[src/rtl/control_pipe_if.sv]
// Decoder-to-pipeline control bundle: ID control word in, hazard/redirect/forwarding and stage controls out.
// Master is the decoder/fetch side; slave is the control pipeline.
interface control_pipe_if #(
    parameter int CNT_W = 16
);
    logic             id_valid;
    logic             id_reg_dst;
    logic             id_jump;
    logic             id_branch;
    logic             id_bne;
    logic             id_mem_read;
    logic             id_mem_to_reg;
    logic             id_mem_write;
    logic             id_alu_src;
    logic             id_reg_write;
    logic [1:0]       id_alu_op;
    logic [4:0]       id_rs;
    logic [4:0]       id_rt;
    logic [4:0]       id_rd;
    logic             ex_zero;

    logic             stall;
    logic             flush;
    logic [1:0]       pc_sel;
    logic             ex_alu_src;
    logic             ex_reg_dst_unused;
    logic [1:0]       ex_alu_op;
    logic [1:0]       fwd_a;
    logic [1:0]       fwd_b;
    logic             mem_read;
    logic             mem_write;
    logic             wb_reg_write;
    logic             wb_mem_to_reg;
    logic [4:0]       wb_dst;
    logic [CNT_W-1:0] stall_cnt;
    logic [CNT_W-1:0] flush_cnt;

    modport master (
        output id_valid, id_reg_dst, id_jump, id_branch, id_bne, id_mem_read,
               id_mem_to_reg, id_mem_write, id_alu_src, id_reg_write, id_alu_op,
               id_rs, id_rt, id_rd, ex_zero,
        input  stall, flush, pc_sel, ex_alu_src, ex_reg_dst_unused, ex_alu_op,
               fwd_a, fwd_b, mem_read, mem_write, wb_reg_write, wb_mem_to_reg,
               wb_dst, stall_cnt, flush_cnt
    );

    modport slave (
        input  id_valid, id_reg_dst, id_jump, id_branch, id_bne, id_mem_read,
               id_mem_to_reg, id_mem_write, id_alu_src, id_reg_write, id_alu_op,
               id_rs, id_rt, id_rd, ex_zero,
        output stall, flush, pc_sel, ex_alu_src, ex_reg_dst_unused, ex_alu_op,
               fwd_a, fwd_b, mem_read, mem_write, wb_reg_write, wb_mem_to_reg,
               wb_dst, stall_cnt, flush_cnt
    );
endinterface

[src/rtl/control_pipe.sv]
// MIPS control pipeline ID->EX->MEM->WB: EX +1, MEM +2, WB +3 cycles; stall/flush/fwd are combinational.
// Backpressure: stall holds upstream PC/IF-ID and drops a bubble into EX; flush kills IF/ID and bubbles EX.
module control_pipe #(
    parameter int CNT_W = 16
) (
    input  logic          clk,
    input  logic          rst_n,
    control_pipe_if.slave bus
);

    typedef struct packed {
        logic       valid;
        logic       jump;
        logic       branch;
        logic       bne;
        logic       mem_read;
        logic       mem_to_reg;
        logic       mem_write;
        logic       alu_src;
        logic       reg_write;
        logic [1:0] alu_op;
        logic [4:0] dst;
        logic [4:0] rs;
        logic [4:0] rt;
    } ex_t;

    typedef struct packed {
        logic       valid;
        logic       mem_read;
        logic       mem_write;
        logic       mem_to_reg;
        logic       reg_write;
        logic [4:0] dst;
    } mem_t;

    typedef struct packed {
        logic       valid;
        logic       mem_to_reg;
        logic       reg_write;
        logic [4:0] dst;
    } wb_t;

    ex_t              id_word;
    ex_t              ex_q;
    mem_t             mem_d;
    mem_t             mem_q;
    wb_t              wb_d;
    wb_t              wb_q;
    logic [4:0]       id_dst;
    logic             uses_rt;
    logic             load_use;
    logic             br_taken;
    logic             jmp;
    logic             redirect;
    logic             bubble;
    logic             stall_int;
    logic             mem_fwd_ok;
    logic             wb_fwd_ok;
    logic [1:0]       fwd_a_int;
    logic [1:0]       fwd_b_int;
    logic [CNT_W-1:0] stall_cnt_q;
    logic [CNT_W-1:0] flush_cnt_q;

    // $zero is never a real destination, so its write enable is dropped here once.
    always_comb begin
        id_dst             = bus.id_reg_dst ? bus.id_rd : bus.id_rt;
        id_word            = '0;
        id_word.valid      = bus.id_valid;
        id_word.jump       = bus.id_jump;
        id_word.branch     = bus.id_branch;
        id_word.bne        = bus.id_bne;
        id_word.mem_read   = bus.id_mem_read;
        id_word.mem_to_reg = bus.id_mem_to_reg;
        id_word.mem_write  = bus.id_mem_write;
        id_word.alu_src    = bus.id_alu_src;
        id_word.reg_write  = bus.id_reg_write & (id_dst != 5'd0);
        id_word.alu_op     = bus.id_alu_op;
        id_word.dst        = id_dst;
        id_word.rs         = bus.id_rs;
        id_word.rt         = bus.id_rt;
    end

    assign uses_rt  = ~bus.id_alu_src | bus.id_mem_write;
    assign load_use = ex_q.valid & ex_q.mem_read & ex_q.reg_write & bus.id_valid &
                      ((ex_q.dst == bus.id_rs) | (uses_rt & (ex_q.dst == bus.id_rt)));

    assign br_taken  = ex_q.valid & ((ex_q.branch & bus.ex_zero) | (ex_q.bne & ~bus.ex_zero));
    assign jmp       = ex_q.valid & ex_q.jump;
    assign redirect  = br_taken | jmp;
    // A redirect kills the instruction in ID, so any hazard it had is moot.
    assign stall_int = load_use & ~redirect;
    assign bubble    = load_use | redirect;

    always_comb begin
        mem_d            = '0;
        mem_d.valid      = ex_q.valid;
        mem_d.mem_read   = ex_q.mem_read;
        mem_d.mem_write  = ex_q.mem_write;
        mem_d.mem_to_reg = ex_q.mem_to_reg;
        mem_d.reg_write  = ex_q.reg_write;
        mem_d.dst        = ex_q.dst;
        wb_d             = '0;
        wb_d.valid       = mem_q.valid;
        wb_d.mem_to_reg  = mem_q.mem_to_reg;
        wb_d.reg_write   = mem_q.reg_write;
        wb_d.dst         = mem_q.dst;
    end

    always_ff @(posedge clk) begin
        if (!rst_n) begin
            ex_q        <= '0;
            mem_q       <= '0;
            wb_q        <= '0;
            stall_cnt_q <= '0;
            flush_cnt_q <= '0;
        end else begin
            ex_q  <= bubble ? ex_t'('0) : id_word;
            mem_q <= mem_d;
            wb_q  <= wb_d;
            if (stall_int && (stall_cnt_q != '1)) begin
                stall_cnt_q <= stall_cnt_q + CNT_W'(1);
            end
            if (redirect && (flush_cnt_q != '1)) begin
                flush_cnt_q <= flush_cnt_q + CNT_W'(1);
            end
        end
    end

    // The younger producer (MEM) wins over WB when both target the same register.
    assign mem_fwd_ok = mem_q.valid & mem_q.reg_write;
    assign wb_fwd_ok  = wb_q.valid & wb_q.reg_write;

    always_comb begin
        fwd_a_int = 2'b00;
        if (mem_fwd_ok && (mem_q.dst == ex_q.rs)) begin
            fwd_a_int = 2'b10;
        end else if (wb_fwd_ok && (wb_q.dst == ex_q.rs)) begin
            fwd_a_int = 2'b01;
        end
        fwd_b_int = 2'b00;
        if (mem_fwd_ok && (mem_q.dst == ex_q.rt)) begin
            fwd_b_int = 2'b10;
        end else if (wb_fwd_ok && (wb_q.dst == ex_q.rt)) begin
            fwd_b_int = 2'b01;
        end
    end

    assign bus.stall             = stall_int;
    assign bus.flush             = redirect;
    assign bus.pc_sel            = jmp ? 2'b10 : (br_taken ? 2'b01 : 2'b00);
    assign bus.fwd_a             = fwd_a_int;
    assign bus.fwd_b             = fwd_b_int;
    assign bus.ex_alu_src        = ex_q.valid & ex_q.alu_src;
    assign bus.ex_reg_dst_unused = 1'b0;
    assign bus.ex_alu_op         = ex_q.alu_op & {2{ex_q.valid}};
    assign bus.mem_read          = mem_q.valid & mem_q.mem_read;
    assign bus.mem_write         = mem_q.valid & mem_q.mem_write;
    assign bus.wb_reg_write      = wb_q.valid & wb_q.reg_write;
    assign bus.wb_mem_to_reg     = wb_q.valid & wb_q.mem_to_reg;
    assign bus.wb_dst            = wb_q.dst & {5{wb_q.valid}};
    assign bus.stall_cnt         = stall_cnt_q;
    assign bus.flush_cnt         = flush_cnt_q;

endmodule

[src/flat_wrapper.sv]
// flat-port wrapper written by rule: the top's interface ports become plain ports
module control_pipe_flat 
#(
    parameter int CNT_W = 16
)
  (clk, rst_n, bus_id_valid, bus_id_reg_dst, bus_id_jump, bus_id_branch, bus_id_bne, bus_id_mem_read, bus_id_mem_to_reg, bus_id_mem_write, bus_id_alu_src, bus_id_reg_write, bus_id_alu_op, bus_id_rs, bus_id_rt, bus_id_rd, bus_ex_zero, bus_stall, bus_flush, bus_pc_sel, bus_ex_alu_src, bus_ex_reg_dst_unused, bus_ex_alu_op, bus_fwd_a, bus_fwd_b, bus_mem_read, bus_mem_write, bus_wb_reg_write, bus_wb_mem_to_reg, bus_wb_dst, bus_stall_cnt, bus_flush_cnt);
  control_pipe_if #(.CNT_W(CNT_W)) bus_i ();
  input  logic clk;
  input  logic rst_n;
  input wire logic [$bits(bus_i.id_valid)-1:0] bus_id_valid;
  input wire logic [$bits(bus_i.id_reg_dst)-1:0] bus_id_reg_dst;
  input wire logic [$bits(bus_i.id_jump)-1:0] bus_id_jump;
  input wire logic [$bits(bus_i.id_branch)-1:0] bus_id_branch;
  input wire logic [$bits(bus_i.id_bne)-1:0] bus_id_bne;
  input wire logic [$bits(bus_i.id_mem_read)-1:0] bus_id_mem_read;
  input wire logic [$bits(bus_i.id_mem_to_reg)-1:0] bus_id_mem_to_reg;
  input wire logic [$bits(bus_i.id_mem_write)-1:0] bus_id_mem_write;
  input wire logic [$bits(bus_i.id_alu_src)-1:0] bus_id_alu_src;
  input wire logic [$bits(bus_i.id_reg_write)-1:0] bus_id_reg_write;
  input wire logic [$bits(bus_i.id_alu_op)-1:0] bus_id_alu_op;
  input wire logic [$bits(bus_i.id_rs)-1:0] bus_id_rs;
  input wire logic [$bits(bus_i.id_rt)-1:0] bus_id_rt;
  input wire logic [$bits(bus_i.id_rd)-1:0] bus_id_rd;
  input wire logic [$bits(bus_i.ex_zero)-1:0] bus_ex_zero;
  output wire logic [$bits(bus_i.stall)-1:0] bus_stall;
  output wire logic [$bits(bus_i.flush)-1:0] bus_flush;
  output wire logic [$bits(bus_i.pc_sel)-1:0] bus_pc_sel;
  output wire logic [$bits(bus_i.ex_alu_src)-1:0] bus_ex_alu_src;
  output wire logic [$bits(bus_i.ex_reg_dst_unused)-1:0] bus_ex_reg_dst_unused;
  output wire logic [$bits(bus_i.ex_alu_op)-1:0] bus_ex_alu_op;
  output wire logic [$bits(bus_i.fwd_a)-1:0] bus_fwd_a;
  output wire logic [$bits(bus_i.fwd_b)-1:0] bus_fwd_b;
  output wire logic [$bits(bus_i.mem_read)-1:0] bus_mem_read;
  output wire logic [$bits(bus_i.mem_write)-1:0] bus_mem_write;
  output wire logic [$bits(bus_i.wb_reg_write)-1:0] bus_wb_reg_write;
  output wire logic [$bits(bus_i.wb_mem_to_reg)-1:0] bus_wb_mem_to_reg;
  output wire logic [$bits(bus_i.wb_dst)-1:0] bus_wb_dst;
  output wire logic [$bits(bus_i.stall_cnt)-1:0] bus_stall_cnt;
  output wire logic [$bits(bus_i.flush_cnt)-1:0] bus_flush_cnt;
  assign bus_i.id_valid = bus_id_valid;
  assign bus_i.id_reg_dst = bus_id_reg_dst;
  assign bus_i.id_jump = bus_id_jump;
  assign bus_i.id_branch = bus_id_branch;
  assign bus_i.id_bne = bus_id_bne;
  assign bus_i.id_mem_read = bus_id_mem_read;
  assign bus_i.id_mem_to_reg = bus_id_mem_to_reg;
  assign bus_i.id_mem_write = bus_id_mem_write;
  assign bus_i.id_alu_src = bus_id_alu_src;
  assign bus_i.id_reg_write = bus_id_reg_write;
  assign bus_i.id_alu_op = bus_id_alu_op;
  assign bus_i.id_rs = bus_id_rs;
  assign bus_i.id_rt = bus_id_rt;
  assign bus_i.id_rd = bus_id_rd;
  assign bus_i.ex_zero = bus_ex_zero;
  assign bus_stall = bus_i.stall;
  assign bus_flush = bus_i.flush;
  assign bus_pc_sel = bus_i.pc_sel;
  assign bus_ex_alu_src = bus_i.ex_alu_src;
  assign bus_ex_reg_dst_unused = bus_i.ex_reg_dst_unused;
  assign bus_ex_alu_op = bus_i.ex_alu_op;
  assign bus_fwd_a = bus_i.fwd_a;
  assign bus_fwd_b = bus_i.fwd_b;
  assign bus_mem_read = bus_i.mem_read;
  assign bus_mem_write = bus_i.mem_write;
  assign bus_wb_reg_write = bus_i.wb_reg_write;
  assign bus_wb_mem_to_reg = bus_i.wb_mem_to_reg;
  assign bus_wb_dst = bus_i.wb_dst;
  assign bus_stall_cnt = bus_i.stall_cnt;
  assign bus_flush_cnt = bus_i.flush_cnt;
  control_pipe #(.CNT_W(CNT_W)) u_core (.clk(clk), .rst_n(rst_n), .bus(bus_i));
endmodule
[config.mk]
export PLATFORM = sky130hd
export DESIGN_NAME = control_pipe_flat
export DESIGN_NICKNAME = d
export VERILOG_FILES = /design/src/rtl/control_pipe_if.sv /design/src/rtl/control_pipe.sv /design/src/flat_wrapper.sv
export SDC_FILE = /design/constraint.sdc
export NUM_CORES = 1
export LEC_CHECK = 0
export BUFFER_PORTS_ARGS = -buffer_cell sky130_fd_sc_hd__buf_2
export CAP_MARGIN = 20
export CORE_ASPECT_RATIO = 2
export CORE_UTILIZATION = 53
export CTS_CLUSTER_DIAMETER = 150
export DETAILED_ROUTE_END_ITERATION = 7
export PLACE_DENSITY = 0.83
export SYNTH_ARGS = -nofsm -noshare
export SYNTH_HDL_FRONTEND = slang
export SYNTH_SLANG_ARGS = --single-unit
[constraint.sdc]
create_clock -name clk -period 2.2 [get_ports clk]
set_input_delay 0.44 -clock clk [delete_from_list [all_inputs] [get_ports clk]]
set_output_delay 0.44 -clock clk [all_outputs]
set_load 0.03 [all_outputs]
Word level (Yosys, flattened, before mapping)
Cells that the tools add are included.

Bits in read-only memories: 0. Bits in latches: 0. Register bits: 76. Bits in writable memories: 0. Memories kept: 0.

Bitwise logic cells: 28. Add/subtract/negate cells: 2. Eq/ne operators: 8. Muxes and demuxes: 7. $mul: 0. Div/mod/pow operators: 0. Shift operators: 0. Reductions and logical operators: 8. $lt $le $gt $ge: 0.

Operator list (count): $add 16x1->16 const B (2); $ne 16x16->1 const B (2); $eq 5x5->1 (6); $and 1x1->1 (17); $logic_and 1x1->1 (6); $mux 2 (3); $and 5x5->5 (1); $mux 5 (1); $or 1x1->1 (5); $reduce_bool 5->1 (1); $not 1->1 (4); $mux 1 (3); $and 2x2->2 (1); $reduce_or 2->1 (1).

Logic depth before layout (Yosys ltp)
Gate-level depths: netlist (run 1).

Word-level depth: 8. Gate-level depth with buffers: 8.

Least setup slack after synthesis (run 1)
OpenSTA, ideal clock, no wires.

Path kind: flip-flop to output port. Start: register u_core.mem_q[3] in the netlist's numbering. End: output bus_fwd_b[0]. Path buffers: 0. Setup slack: 0.052 ns. Arrival time: 1.708 ns. Stages on the path, launching flop included: 5. Path through: dfxtp_1 > xnor2_1 > nand4_1 > nor3_1 > nor4_1.

Cells in the longest elaborated chain, start to end: 3.

RTL lines: start, declared (line control_pipe.sv:46) `mem_t mem_q;`; start signal, assigned (line control_pipe.sv:118) `mem_q <= mem_d;`; $eq 5x5->1 (line control_pipe.sv:141) `if (mem_fwd_ok && (mem_q.dst == ex_q.rt)) begin`; $logic_and 1x1->1 (line control_pipe.sv:141); $mux 2 (line control_pipe.sv:141); end, declared (line flat_wrapper.sv:32) `output wire logic [$bits(bus_i.fwd_b)-1:0] bus_fwd_b;`.

No other way between the ends.

Worst setup path after layout (run 1)
Start: register u_core.ex_q[17] in the netlist's numbering. End: output bus_stall.

Cells in the longest elaborated chain, start to end: 4.

RTL lines: start, declared (line control_pipe.sv:44) `ex_t ex_q;`; start signal, assigned (line control_pipe.sv:117) `ex_q <= bubble ? ex_t'('0) : id_word;`; $and 1x1->1 (3 in a row) (line control_pipe.sv:84) `assign load_use = ex_q.valid & ex_q.mem_read & ex_q.reg_write & bus.id_valid &`; $and 1x1->1 (line control_pipe.sv:91) `assign stall_int = load_use & ~redirect;`; end, declared (line flat_wrapper.sv:25) `output wire logic [$bits(bus_i.stall)-1:0] bus_stall;`.

No other way between the ends.

==> impl_metrics.yaml, run 1 <==
outcome:
  status: "finished with violations"
  violations: "design-rule violations"
power_and_ir_drop:
  p_seq_share_pct: 47.9
  powerDensity_nw_per_um2: 704
  irDropWorstVdd_uv: 649
  p_sw_uw: 712
  clkPwrFrac_pct: 44.2
  p_comb_share_pct: 7.9
  fin_total_pwr_mw: 3.04
  p_leak_nw: 1.87
  p_sw_share_pct: 23.4
  p_int_mw: 2.33
global_routing:
  grt_pass1_vias: 2887
  grt_overflow_total: 0
  grt_pass1_wl_mm: 12.7
  grt_usage_pct: 25.5
  grt_max_degree: 26
  antenna_found_initial: 0
drt:
  avgViaCountPerCell: 5.43
  ant_nets: 0
  wl_per_cell_um: 14.6
  drcViolationCount: 5
  drtIter0Drc: 114
  wl_mm: 7.91
  num_vias: 2940
  first_pass_iters: 8
die:
  coreArea_um2: 6010
  initial_core_util_pct: 55.4
  row_count: 40
  dieHeight_um: 114
  fp.dieW_um: 58
  dieArea_um2: 6610
  ios: 83
timing:
  finalHoldViolCount: 0
  setup_violations: 0
  tns_ps: 0
  tightestPinTransition_ps: 640
  slew_headroom_pct: 57.3
  fin_crit_ps: 2120
  setup_slack_ps: 82.6
  fin_skew_ps: 4.28
  drv_slew: 0
  rsz0062_at_grt: "true"
  fin_crit_sh_pct: 96.2
  max_clock_freq_ghz: 0.472
setup_path:
  crit_arrival_ps: 1680
  rr_startpoint: "u_core.ex_q[11]"
  critical_path_required_ps: 1760
  endpoint: "bus_stall"
  crit_path_max_fanout: 3
  crit_start: "u_core.ex_q[17]"
  start_kind: "flip-flop"
  reg2reg_depth: 9
  r2r_end: "u_core.ex_q[17]"
  end_kind: "primary output"
  worstSetupPathType: "reg2out"
  r2r_setup_slack_ps: 170
clocking:
  clk_path_buf_depth: 2
  cts.sinks: 76
  htreeDepth: 3
  holdBufCountCts: 0
  clock_latency_ps: 330
  numCtsBuffers: 9
  path_clk_slew_ps: 60
  cts_tree: "yes"
  clockRootBuffer: "clkbuf_16"
final_layout:
  syn2layout_area_growth_pct: 29.9
  n_fill_cell: 471
  multi_input_area_um2: 1730
  finish.utilization_pct: 71.9
  drive_above_1_share_pct: 30.3
  diodes: 0
  stdcell_area_um2: 4320
  final_nets: 505
  seqCellArea_um2: 1520
placed_design:
  post-dp-hpwl_mm: 6.01
  place_ws_ps: -117
  io_buffers: 81
  place.gp.congestion: 0.869
  dpl_cell_area_um2: 4000
synth:
  synth_nets: 390
  yosysWarnings: 0
  synth-seq-cells: 76
  synth_cell_types: 44
  synth_top_cell_by_area: "dfxtp_1"
  ys_async_sr_fraction_pct: 0
  synth_edf_count: 0
  synthCells: 358
  synth_seq_area_share_pct: 45.8
  yosys-top-cells-area: "dfxtp_1 46%, and2_1 9.8%, xnor2_1 7.9%"
  syn_area_per_cell_um2: 9.29
  synthesis.area_um2: 3320
  yosysTopAreaCellShare_pct: 45.8
  synthFlopType: "dfxtp_1"
flow_run:
  maxCapViolCount: 0
worst_hold_path:
  worstHoldPathType: "in2reg"
flip-flops by register name, summed over array words and instances (netlist names):
register and count:
u_core.bus.stall_cnt 16, u_core.bus.flush_cnt 16, u_core.ex_q 26, u_core.mem_q 10, u_core.wb_q 8
synth_stat cells, types with 2 or more instances:
cell type  instances
nor2_1            20
xor2_1             9
buf_4              2
inv_1             10
xnor2_1           30
buf_2              2
and2_1            52
and3_1             2
or3_1             12
and4_1             5
o211ai_1           2
clkbuf_1           7
nand4_1           12
nand2_1           17
o21a_1             2
dfxtp_1           76
o21ai_0           13
o31ai_1            8
ha_1               2
or4_1              9
mux2i_1            7
nand3_1           11
a21oi_1           18
nor3_1             8
nor4_1             3
worst min-delay path by stage:
stage / startpoint / depth (start not counted) / endpoint / slack (ps)
4_1_cts: bus_id_bne / 2 / u_core.ex_q[22] / 300
3_5_place_dp: u_core.ex_q[20] / 1 / u_core.mem_q[6] / 420
6_report: bus_id_bne / 2 / u_core.ex_q[22] / 300
2_1_floorplan: u_core.ex_q[20] / 1 / u_core.mem_q[6] / 410
5_1_grt: bus_id_bne / 2 / u_core.ex_q[22] / 300
3_3_place_gp: u_core.mem_q[6] / 1 / u_core.wb_q[6] / 410
stage by stage:
stage / hold slack, ps / instances
after global placement: 414 / 523
after detailed placement: 422 / 523
after global routing: 302 / 541
after floorplan: 412 / 358
after CTS: 297 / 540
final: 303 / 541
cell families after synthesis:
group	share of synthesized area, %
AOI/OAI and AO/OA	9.67
xor gates and xnor gates	10.3
adders and majority gates	0.753
buffers and inverters	3.12
DFF	45.8
muxes	2.45
other	0.113
and+or+nand+nor	27.9
area by class of cell:
class / instances / area share (%)
clock buffers: 12 / 5.71
clock inverters: 4 / 0.579
inverters: 10 / 0.869
multi-input cells: 259 / 40.0
flip-flops and latches: 76 / 35.3
well taps: 63 / 1.83
repair buffers: 117 / 15.7
placed cells by master, fill, tap and decap left out, types with 7 or more instances in the layout:
master	count
or4_1	9
nand3_1	11
o21ai_0	13
o31ai_1	8
or3_1	12
mux2i_1	7
nor3_1	8
buf_2	80
inv_1	10
dfxtp_1	74
nor2_1	20
xnor2_1	28
nand2_1	17
nand4_1	12
clkbuf_16	9
xor2_1	9
and2_1	52
a21oi_1	18
buf_4	37
routing by layer:
layer,share of wire [%],vias to the layer above,track usage (%)
met5,0,-,0
met4,3.2,0,14.8
met3,3.7,17,4.20
met2,58,73,50.4
met1,35,1377,22.8
li1,-,1473,-
power by group through the flow:
stage                     combinational, mW  sequential (mW)  clock [mW]
after global placement                0.231             1.48           0
final                                 0.242             1.45        1.34
after floorplan                       0.138             1.48           0
after CTS                             0.243             1.46        1.36
after global routing                  0.262             1.46        1.41
after detailed placement              0.235             1.48           0
critical path: stages, from the launching register on:
cell	delay, ps
dfxtp_1	370
nand4_1	210
nor4_4	370
o21ai_1	140
inv_1	100
buf_4	160
timing repair:
item                                    in CTS  in global routing
pin swaps                                    2                  3
endpoints found under the setup margin       2                 12
resized for setup                            6                  1
hold endpoints to repair                     0                  0
setup buffers                                1                  1
(Power assumes the default switching activity.)
==> run 2, diff against run 1 <==
--- a/config.mk
+++ b/config.mk
@@ -8,10 +8,10 @@
 export BUFFER_PORTS_ARGS = -buffer_cell sky130_fd_sc_hd__buf_2
 export CAP_MARGIN = 20
 export CORE_ASPECT_RATIO = 2
-export CORE_UTILIZATION = 53
+export CORE_UTILIZATION = 44
 export CTS_CLUSTER_DIAMETER = 150
 export DETAILED_ROUTE_END_ITERATION = 7
-export PLACE_DENSITY = 0.83
+export PLACE_DENSITY = 0.71
 export SYNTH_ARGS = -nofsm -noshare
 export SYNTH_HDL_FRONTEND = slang
 export SYNTH_SLANG_ARGS = --single-unit
==> constraint.sdc (replaced) <==
create_clock -name clk -period 2.3 [get_ports clk]
set_input_delay 0.46 -clock clk [delete_from_list [all_inputs] [get_ports clk]]
set_output_delay 0.46 -clock clk [all_outputs]
set_load 0.03 [all_outputs]
==> impl_metrics.yaml, run 2 (synthesized netlist as in run 1, its figures left out) <==
setup_path:
  r2r_setup_slack_ps: 270
  cp_cell_sequence: "xnor2_1 > o2111ai_1 > nor4_4 > o21ai_1 > inv_1 > buf_2"
  rr_startpoint: "u_core.ex_q[12]"
  r2r_end: "u_core.bus.stall_cnt[3]"
  start_kind: "flip-flop"
  worstSetupPathType: "reg2out"
  critPathTopFamily: "compound AO/OA/AOI/OAI gates"
  max_stage_delay_ps: 330
  reg2reg_depth: 6
  slowest_stage: "dfxtp_1"
  crit_start: "u_core.ex_q[12]"
  path_buf_inv: 2
  crit_arrival_ps: 1770
  critical_path_required_ps: 1840
  end_kind: "primary output"
  crit_path_max_fanout: 3
drt:
  wl_mm: 8.04
  avgViaCountPerCell: 5.25
  drcViolationCount: 0
  wl_per_cell_um: 14.6
  num_vias: 2896
  ant_nets: 0
  first_pass_iters: 4
  drtIter0Drc: 119
placed_design:
  io_buffers: 81
  post-dp-hpwl_mm: 6.12
  place.gp.congestion: 0.834
  dpl_cell_area_um2: 3900
timing:
  rsz0062_at_grt: "false"
  fin_crit_sh_pct: 97.1
  drv_slew: 0
  finalHoldViolCount: 0
  setup_violations: 0
  slew_headroom_pct: 47.7
  max_clock_freq_ghz: 0.448
  fin_skew_ps: 5.90
  fin_crit_ps: 2230
  tns_ps: 0
  tightestPinTransition_ps: 784
clocking:
  numCtsBuffers: 9
  clockRootBuffer: "clkbuf_16"
  htreeDepth: 3
  path_clk_slew_ps: 60
  holdBufCountCts: 0
  cts_resized: 0
  clk_path_buf_depth: 2
  clock_latency_ps: 330
  cts.sinks: 76
  cts_tree: "yes"
power_and_ir_drop:
  irDropWorstVdd_uv: 631
  p_leak_nw: 1.78
  powerDensity_nw_per_um2: 715
final_layout:
  final_nets: 487
  top_register: "u_core.ex_q"
  largest_reg_flops: 26
  final_common_cell: "buf_2"
  drive_above_1_share_pct: 27.0
  stdcell_area_um2: 4220
  diodes: 0
  syn2layout_area_growth_pct: 26.8
  most-common-layout-cells: "81 x buf_2, 76 x dfxtp_1, 52 x and2_1"
global_routing:
  grt_overflow_total: 0
  grt_max_degree: 26
  grt_usage_pct: 21.7
  antenna_found_initial: 0
  grt_pass1_vias: 2922
  grt_pass1_wl_mm: 13.2
die:
  row_count: 44
  dieHeight_um: 125
  initial_core_util_pct: 45.7
  fp.dieW_um: 63.5
  ios: 83
  coreArea_um2: 7270
  dieArea_um2: 7930
outcome:
  status: "complete, no violations"
worst_hold_path:
  hp-start: "bus_id_bne"
  worstHoldPathType: "in2reg"
  min_to: "u_core.ex_q[22]"
  worstHoldPathCells: 2
flow_run:
  maxCapViolCount: 0
run 2: changes by cell type in the layout (fill, tap and decap cells not counted):
cell / change
buf_4: -19
buf_2: +1
o2111ai_2: -1
o31ai_2: +1
clkinv_4: +1
xnor2_1: +2
bufinv_16: +1
o31ai_4: -1
dfxtp_2: -2
o2111ai_1: +1
clkbuf_1: -2
dfxtp_1: +2
xnor2_2: -2
run 2: report_power, final:
part	internal [mW]	total, mW	switching [mW]	leakage [nW]
Combinational	0.103	0.221	0.118	1.01
Clock	0.867	1.40	0.536	0.144
Sequential	1.36	1.39	0.0295	0.621
run 2: cell type report:
class                      instances  area (um^2)
multi-input combinational        259         1700
inverter                          10         37.5
timing repair buffer              99          541
clock buffer                      10          239
clock inverter                     6         63.8
tap                               92          115
sequential                        76         1520
fill                             702         3050
run 2: metrics by stage:
step / power [mW] / setup WS, ps / hold slack, ps / cells / utilization [%]
after floorplan: 1.55 / 132 / 412 / 358 / -
after global placement: 1.64 / -24.0 / 415 / 534 / 53.7
after detailed placement: 1.64 / -95.4 / 422 / 534 / 53.7
after CTS: 3.04 / 78.4 / 319 / 550 / 57.8
after global routing: 3.11 / 27.2 / 330 / 552 / 58.0
final: 3.01 / 67.8 / 331 / 552 / 58.0
run 2: how the worst max path moves through the flow:
stage,end,slack (ps),depth (start not counted)
2_1_floorplan,bus_fwd_b[0],130,4
3_3_place_gp,u_core.bus.stall_cnt[10],-20,7
3_5_place_dp,u_core.bus.stall_cnt[3],-100,7
4_1_cts,bus_stall,80,6
5_1_grt,bus_stall,30,6
6_report,bus_stall,70,6
run 2: repair_timing:
item | CTS | global route
pin swaps | 1 | 1
setup buffers | 0 | 2
setup endpoints to repair | 1 | 1
run 2: worst reg2reg max path, stage by stage, from the launching register on:
cell	delay (ps)
dfxtp_1	330
xnor2_1	250
o2111ai_1	200
nor4_4	230
nor2_2	220
or4_1	550
a21oi_1	170
run 2: layer usage:
layer / vias up / wire length (um) / GRT usage [%]
li1: 1435 / - / -
met5: - / 0 / 0
met1: 1370 / 2710 / 19.1
met3: 20 / 322 / 4.95
met2: 71 / 4780 / 43.2
met4: 0 / 224 / 10.4
